--- config.mk ---
export PLATFORM = sky130hd
export DESIGN_NAME = multicycle_ctrl
export DESIGN_NICKNAME = d
export VERILOG_FILES = /design/src/rtl/multicycle_ctrl_pkg.sv /design/src/rtl/multicycle_ctrl_alu_decoder.sv /design/src/rtl/multicycle_ctrl.sv
export SDC_FILE = /design/constraint.sdc
export NUM_CORES = 1
export LEC_CHECK = 0
export ABC_CLOCK_PERIOD_IN_PS = 1760
export CAP_MARGIN = 15
export CORE_UTILIZATION = 44
export DETAILED_ROUTE_END_ITERATION = 8
export PLACE_DENSITY = 0.8
export SLEW_MARGIN = 20
export SYNTH_ARGS = -nofsm -noshare
export SYNTH_HDL_FRONTEND = slang
export SYNTH_SLANG_ARGS = --single-unit
--- constraint.sdc ---
create_clock -name clk -period 1.76 [get_ports clk]
set_input_delay 0.44 -clock clk [delete_from_list [all_inputs] [get_ports clk]]
set_output_delay 0.44 -clock clk [all_outputs]
set_load 0.01 [all_outputs]
--- src/rtl/multicycle_ctrl_pkg.sv ---
// Shared control definitions for the multi-cycle RV32 sequencer.
// IMM_ALU_EN adds the OP-IMM class and the EXEC_I state.
package control_defs;

    typedef enum logic [3:0] {
        ALU_AND = 4'b0000,
        ALU_OR  = 4'b0001,
        ALU_ADD = 4'b0010,
        ALU_SUB = 4'b0110
    } alu_sel_e;

    typedef struct packed {
        logic     alu_src;
        logic     mem_to_reg;
        logic     reg_write;
        logic     mem_read;
        logic     mem_write;
        logic     branch;
        alu_sel_e alu_sel;
    } control_t;

    localparam control_t CTRL_DEFAULT = '{
        alu_src:    1'b0,
        mem_to_reg: 1'b0,
        reg_write:  1'b0,
        mem_read:   1'b0,
        mem_write:  1'b0,
        branch:     1'b0,
        alu_sel:    ALU_ADD
    };

    typedef enum logic [3:0] {
        FETCH,
        DECODE,
        EXEC_R,
        EXEC_ADDR,
        EXEC_BR,
        MEM_RD,
        MEM_WR,
        WB_R,
        WB_MEM,
`ifdef IMM_ALU_EN
        EXEC_I,
`endif
        TRAP
    } ctrl_state_e;

    typedef enum logic [2:0] {
        OPC_R,
        OPC_LOAD,
        OPC_STORE,
        OPC_BRANCH,
        OPC_IMM,
        OPC_NONE
    } op_class_e;

    localparam logic [6:0] OP_R      = 7'b0110011;
    localparam logic [6:0] OP_LOAD   = 7'b0000011;
    localparam logic [6:0] OP_STORE  = 7'b0100011;
    localparam logic [6:0] OP_BRANCH = 7'b1100011;
    localparam logic [6:0] OP_IMM    = 7'b0010011;

    function automatic op_class_e classify(input logic [6:0] opcode);
        op_class_e c;
        case (opcode)
            OP_R:      c = OPC_R;
            OP_LOAD:   c = OPC_LOAD;
            OP_STORE:  c = OPC_STORE;
            OP_BRANCH: c = OPC_BRANCH;
`ifdef IMM_ALU_EN
            OP_IMM:    c = OPC_IMM;
`endif
            default:   c = OPC_NONE;
        endcase
        return c;
    endfunction

endpackage

--- src/rtl/multicycle_ctrl_alu_decoder.sv ---
// Combinational decode of {op class, funct3, funct7_5} into ALU select and legality.
// IMM_ALU_EN enables the addi/ori/andi decodes.
module alu_decoder
    import control_defs::*;
(
    input  op_class_e  op_class,
    input  logic [2:0] funct3,
    input  logic       funct7_5,
    output alu_sel_e   alu_sel,
    output logic       legal
);

    always_comb begin
        alu_sel = ALU_ADD;
        legal   = 1'b0;
        case (op_class)
            OPC_R: begin
                case (funct3)
                    3'b000: begin
                        legal   = 1'b1;
                        alu_sel = funct7_5 ? ALU_SUB : ALU_ADD;
                    end
                    3'b111: begin
                        legal   = 1'b1;
                        alu_sel = ALU_AND;
                    end
                    3'b110: begin
                        legal   = 1'b1;
                        alu_sel = ALU_OR;
                    end
                    default: legal = 1'b0;
                endcase
            end
            OPC_LOAD, OPC_STORE: legal = (funct3 == 3'b010);
            OPC_BRANCH: begin
                legal   = (funct3 == 3'b000);
                alu_sel = ALU_SUB;
            end
`ifdef IMM_ALU_EN
            OPC_IMM: begin
                case (funct3)
                    3'b000: begin
                        legal   = 1'b1;
                        alu_sel = ALU_ADD;
                    end
                    3'b110: begin
                        legal   = 1'b1;
                        alu_sel = ALU_OR;
                    end
                    3'b111: begin
                        legal   = 1'b1;
                        alu_sel = ALU_AND;
                    end
                    default: legal = 1'b0;
                endcase
            end
`endif
            default: legal = 1'b0;
        endcase
    end

endmodule

--- src/rtl/multicycle_ctrl.sv ---
// Multi-cycle fetch/decode/execute sequencer driving the shared control bundle.
// IMM_ALU_EN adds OP-IMM instructions executed through EXEC_I.
module multicycle_ctrl
    import control_defs::*;
(
    input  logic       clk,
    input  logic       rst,
    input  logic [6:0] opcode,
    input  logic [2:0] funct3,
    input  logic       funct7_5,
    input  logic       zero,
    input  logic       mem_ready,
    output control_t   ctrl,
    output logic       ir_write,
    output logic       pc_inc,
    output logic       pc_branch,
    output logic       iord,
    output logic       instr_done,
    output logic       illegal
);

    ctrl_state_e state_q, state_d;
    op_class_e   op_class_q;
    alu_sel_e    alu_sel_q;
    op_class_e   dec_class;
    alu_sel_e    dec_alu_sel;
    logic        dec_legal;

    assign dec_class = classify(opcode);

    alu_decoder u_alu_decoder (
        .op_class (dec_class),
        .funct3   (funct3),
        .funct7_5 (funct7_5),
        .alu_sel  (dec_alu_sel),
        .legal    (dec_legal)
    );

    always_ff @(posedge clk) begin
        if (rst) begin
            state_q <= FETCH;
        end else begin
            state_q <= state_d;
        end
    end

    // Op class and ALU select are captured once so EXEC states need not re-decode IR.
    always_ff @(posedge clk) begin
        if (state_q == DECODE) begin
            op_class_q <= dec_class;
            alu_sel_q  <= dec_alu_sel;
        end
    end

    always_comb begin
        state_d    = state_q;
        ctrl       = CTRL_DEFAULT;
        ir_write   = 1'b0;
        pc_inc     = 1'b0;
        pc_branch  = 1'b0;
        iord       = 1'b0;
        instr_done = 1'b0;
        illegal    = 1'b0;
        // Reset forces every output to its default regardless of the current state.
        if (!rst) begin
            case (state_q)
                FETCH: begin
                    ctrl.mem_read = 1'b1;
                    if (mem_ready) begin
                        ir_write = 1'b1;
                        pc_inc   = 1'b1;
                        state_d  = DECODE;
                    end
                end
                DECODE: begin
                    if (!dec_legal) begin
                        state_d = TRAP;
                    end else begin
                        case (dec_class)
                            OPC_R:               state_d = EXEC_R;
                            OPC_LOAD, OPC_STORE: state_d = EXEC_ADDR;
                            OPC_BRANCH:          state_d = EXEC_BR;
`ifdef IMM_ALU_EN
                            OPC_IMM:             state_d = EXEC_I;
`endif
                            default:             state_d = TRAP;
                        endcase
                    end
                end
                EXEC_R: begin
                    ctrl.alu_sel = alu_sel_q;
                    state_d      = WB_R;
                end
`ifdef IMM_ALU_EN
                EXEC_I: begin
                    ctrl.alu_src = 1'b1;
                    ctrl.alu_sel = alu_sel_q;
                    state_d      = WB_R;
                end
`endif
                EXEC_ADDR: begin
                    ctrl.alu_src = 1'b1;
                    state_d      = (op_class_q == OPC_LOAD) ? MEM_RD : MEM_WR;
                end
                MEM_RD: begin
                    ctrl.mem_read = 1'b1;
                    iord          = 1'b1;
                    if (mem_ready) state_d = WB_MEM;
                end
                MEM_WR: begin
                    ctrl.mem_write = 1'b1;
                    iord           = 1'b1;
                    if (mem_ready) begin
                        instr_done = 1'b1;
                        state_d    = FETCH;
                    end
                end
                EXEC_BR: begin
                    ctrl.alu_sel = ALU_SUB;
                    ctrl.branch  = 1'b1;
                    pc_branch    = zero;
                    instr_done   = 1'b1;
                    state_d      = FETCH;
                end
                WB_R: begin
                    ctrl.reg_write = 1'b1;
                    instr_done     = 1'b1;
                    state_d        = FETCH;
                end
                WB_MEM: begin
                    ctrl.reg_write  = 1'b1;
                    ctrl.mem_to_reg = 1'b1;
                    instr_done      = 1'b1;
                    state_d         = FETCH;
                end
                TRAP: begin
                    illegal = 1'b1;
                end
                default: state_d = TRAP;
            endcase
        end
    end

endmodule

; ---- After elaboration in Yosys (flattened, before gate mapping)
; Cells that the tools add are included.
[totals]
ramBits = 0
mem_bits_ro = 0
memories = 0
latchBits = 0
wordCells = 69
out_inout_bits = 16
regBits = 11
[classes]
reduce_logical = 10
mul = 0
bitwise_logic = 1
magnitude_cmp = 0
div = 0
n_shift = 0
n_mux = 32
n_eq_ne = 23
n_addsub = 0
[ops]
columns = operator, count
row1 = 4-bit case mux with 8 select lines, 1
row2 = 4-bit case mux with 3 select lines, 2
row3 = 1-bit 2-to-1 mux, 17
row4 = 4-bit by 3-bit equality test with 1-bit output (second input constant), 4
row5 = 4-bit 2-to-1 mux, 4
row6 = 4-bit case mux with 2 select lines, 2
row7 = 7-bit by 6-bit equality test with 1-bit output (second input constant), 2
row8 = 3-bit case mux with 4 select lines, 1
row9 = 10-bit 2-to-1 mux, 1
row10 = 3-bit by 2-bit equality test with 1-bit output (second input constant), 3
row11 = 4-bit by 2-bit equality test with 1-bit output (second input constant), 2
row12 = 4-bit equality test (second input constant), 2
row13 = 2-bit OR reduction, 4
row14 = 7-bit by 2-bit equality test with 1-bit output (second input constant), 1
row15 = 7-bit equality test (second input constant), 1
row16 = 3-bit by 1-bit equality test with 1-bit output (second input constant), 2
row17 = 3-bit equality test (second input constant), 2
row18 = 3-bit zero test, 2
row19 = 2-bit != test (second input constant), 3
row20 = 3-bit OR reduction, 2
row21 = 4-bit by 1-bit equality test with 1-bit output (second input constant), 1
row22 = 4-bit zero test, 1
row23 = 4-bit AND reduction, 1
row24 = 3-bit 2-to-1 mux, 1
row25 = other kinds (4), 4

; ---- Logic depth before layout (Yosys ltp)
[logic_depth]
word_depth = 7
ltp_mapped = 6

; ---- Modules after synthesis
; Synthesis repeated with hierarchy kept, for this count alone.
[unflattened]
cells_unflattened = 108
hier_area_um2 = 877.1
[by_module_without_submodules]
columns = mod, area_per_inst_um2, seq_area_each_um2, n_inst, cells_per_inst
row1 = multicycle_ctrl, 795.8, 290.3, 1, 94
row2 = alu_decoder, 81.3, 0.0, 1, 14

; ---- Least setup slack after synthesis
; Ideal clock, no wire load.
[synth_timing]
path_kind = reg2out
startpoint = register state_q[0]
endpoint = output port pc_inc
required_ns = 1.320
path_slack_ns = 0.055
stages_incl_launch_ff = 6
t_arrival_ns = 1.265
n_path_buf = 3
path_cell_list = dfxtp_1 > buf_2 > buf_2 > nor3_1 > and3_1 > buf_4
[synth_between]
elab_chain_cells = 3
[synth_rtl]
columns = item, line_no
row1 = "start, declared", multicycle_ctrl.sv:22  ; ctrl_state_e state_q, state_d;
row2 = "start signal, assigned", multicycle_ctrl.sv:43  ; state_q <= state_d;
row3 = 4-bit zero test, --
row4 = 1-bit 2-to-1 mux (2 in series), --
row5 = "end, declared", multicycle_ctrl.sv:15  ; output logic pc_inc,
; No other way between the ends.

==> results.md <==
- Status: complete, but fails checks
- Failing checks: negative setup slack
- Grt total ovfl: 0
- Total core area: between 1500 and 2000 sq um
- Crit path kind: flop to primary output
- Global-route wire length before repair: between 4 and 5 mm
- Pre-Repair DR Iteration Count: 4
- CTS tree: yes
- Leading cell type in the layout, fill and taps excluded: buf_4
- Setup violators final: 5
- Die width: 47.00 um
- Post-route DRC: 0
- Worst skew pair latency: 0.29 ns
- Mapped Nets: 123
- Initial Util: around 49%
- Vias per cell: 5.848
- Synthesized area: 890.9 sq um
- Slew Limit Fails: 0
- Cts hold-fix bufs: 0
- Worst Hold Class: input port to flop
- Min Clock Period, post-route: 1.805 ns
- Num CTS Buffers: 3
- Port-buffer cells: 29
- Initial DRC Count: 38
- Power Total: ~0.0011 W
- Initial antenna violation count: 0
- Max-Cap Viols: 0
- Gp weighted congestion: about 0.85
- Util after Layout: a little under nine tenths
- Via count: about 1100
- Clk slew on worst S/H paths: 0.08 ns
- Post-synthesis average cell area: 8.249 sq um
- Most frequent cells in the layout: buf_4 (26), buf_2 (13), clkdlybuf4s50_1 (11)
- Nets: 182
- CP endpoint kind: primary output
- Arrival time worst endpoint: 1.36 ns
- Hold Fails Final Rpt: 0
- Vias in the first global route: between 900 and 1000
- Primary FF master, synth: edfxtp_1
- Async SR Flop Fraction: 0%
- Met3 Wirelength: around 180 um
- Static leakage: 0.6464 nW
- Die area: 2209 sq um
- CTS sink count: 10
- Register area share after synthesis: 29.21%
- Ports: 31
- CP required: 1.32 ns
- Post-DP HPWL: 1.938 mm
- Dpl cell area: roughly 1400 sq um
- Post-route ant nets: 0
- Synth top area share: 20.22%
- Largest net degree at the start of global routing: 12
- Seq cells post-synth: 10
- CP Max Fanout: 4
- Slack of the critical path: -0.04451 ns
- Synth-to-layout area growth: 73.17%
- R2R Setup Slk: 0.12 ns
- Top routing layer used: met4
- Top cells by area, synth: edfxtp_1 (20%), dfxtp_1 (9.0%), nor2_1 (5.1%)
- N_diodes: 0
- CP Launch Type: flop
- WL met1: 1.194 mm
- Pwr Density: 682.6 nW/um^2
- Crit share post-route: 102.5%
- Post-route cell area: between 1500 and 2000 sq um
- Layout cells sized above 1: a little over half
- Netlist cell types: 41
- Final wirelength: about 3.3 mm
- Clock Tree Buf Depth: 2
- Die Ht: 47.00 um
- H-tree depth: 1
- WL per Instance: 17.29 um
- Fmax: 554.2 MHz
- Worst VDD drop: 0.0005046 V
- Ys Warns: 0
- # rows: 15
- CTS root buffer: clkbuf_4
- RSZ-0062 raised after global routing: yes
- Filler instances: 108
- Skew final: approximately 0.015 ns
- Post-synthesis cell count: 108
- Largest area contributor in the netlist: edfxtp_1
- Met2 routed WL: ~1.8 mm
- EDFF count, synth: 6
- Global Route Usage Sum: 29.25%
[flip-flops by register name, summed over array words and instances, names as in the netlist]
signal / flops
state_q: 4
op_class_q: 3
alu_sel_q: 3
[report_power, final]
| part | internal (W) | switching [W] | total (W) |
|---|---|---|---|
| Clock | 0.0000825 | 0.0000963 | 0.000179 |
| Combinational | 0.000256 | 0.000271 | 0.000528 |
| Sequential | 0.000294 | 0.0000530 | 0.000347 |
| Total | 0.000632 | 0.000421 | 0.00105 |
[cell type report]
class / instances / area (sq um) / share of cell area (%)
clock inverter: 1 / 3.754 / 0.2433
inverter: 5 / 23.77 / 1.541
multi-input combinational: 83 / 678.2 / 43.96
tap: 25 / 31.28 / 2.028
clock buffer: 3 / 22.52 / 1.460
sequential: 10 / 275.3 / 17.84
timing repair buffer: 64 / 508.0 / 32.93
[layer usage]
layer	vias to the layer above	global-route usage (%)
met5	-	0
li1	517	-
met3	17	5.385
met1	526	27.42
met4	0	19.43
met2	57	56.67
[metrics by stage]
stage          TNS, ns  hold slack (ns)  setup WS (ns)  std cells
2_1_floorplan        0           0.6210        0.05525        108
3_3_place_gp    -9.428           0.6933        -0.6898        183
3_5_place_dp    -10.17           0.7010        -0.7068        183
4_1_cts        -0.1787           0.6793       -0.07405        191
5_1_grt        -0.4397           0.6044       -0.09144        191
6_report       -0.1690           0.5848       -0.04451        191
[synth_stat cells, types with 4 or more instances]
library cell,number
nand2b_1,4
buf_2,5
o21ai_0,6
nor2_1,12
nor4_1,4
nand3_1,4
inv_1,5
nand2_1,4
dfxtp_1,4
nor3_1,8
and3_1,4
a21oi_1,7
edfxtp_1,6
[kinds of logic (layout without fill, tap and decap cells)]
logic type | after synthesis | count (layout) | synth area share (%)
AOI/OAI and AO/OA | 22 | 22 | 17.84
xor gates and xnor gates | 3 | 3 | 2.950
buffers and inverters | 15 | 73 | 8.707
DFF | 10 | 10 | 29.21
other | 1 | 1 | 0.4209
and+or+nand+nor | 57 | 57 | 40.87
[path summary, 6_finish.rpt]
kind,start,end,cells past startpoint
worst max-delay path,state_q[1],ctrl[7],4
worst max register to register,state_q[3],state_q[0],7
worst min-delay path,rst,state_q[0],3
worst min register to register,state_q[2],state_q[3],3
[worst max-delay path, stage by stage (launching register included)]
cell      delay [ns]
dfxtp_4         0.36
nand2b_4        0.15
or3_1           0.31
a21oi_1         0.12
buf_2           0.14
[repair_timing]
action,4_1_cts,5_1_grt
setup endpoints to repair,15,17
buffers inserted,4,0
pin swaps,4,5
gates resized for setup,78,32
No activity file was read; power rests on OpenSTA's default activity.
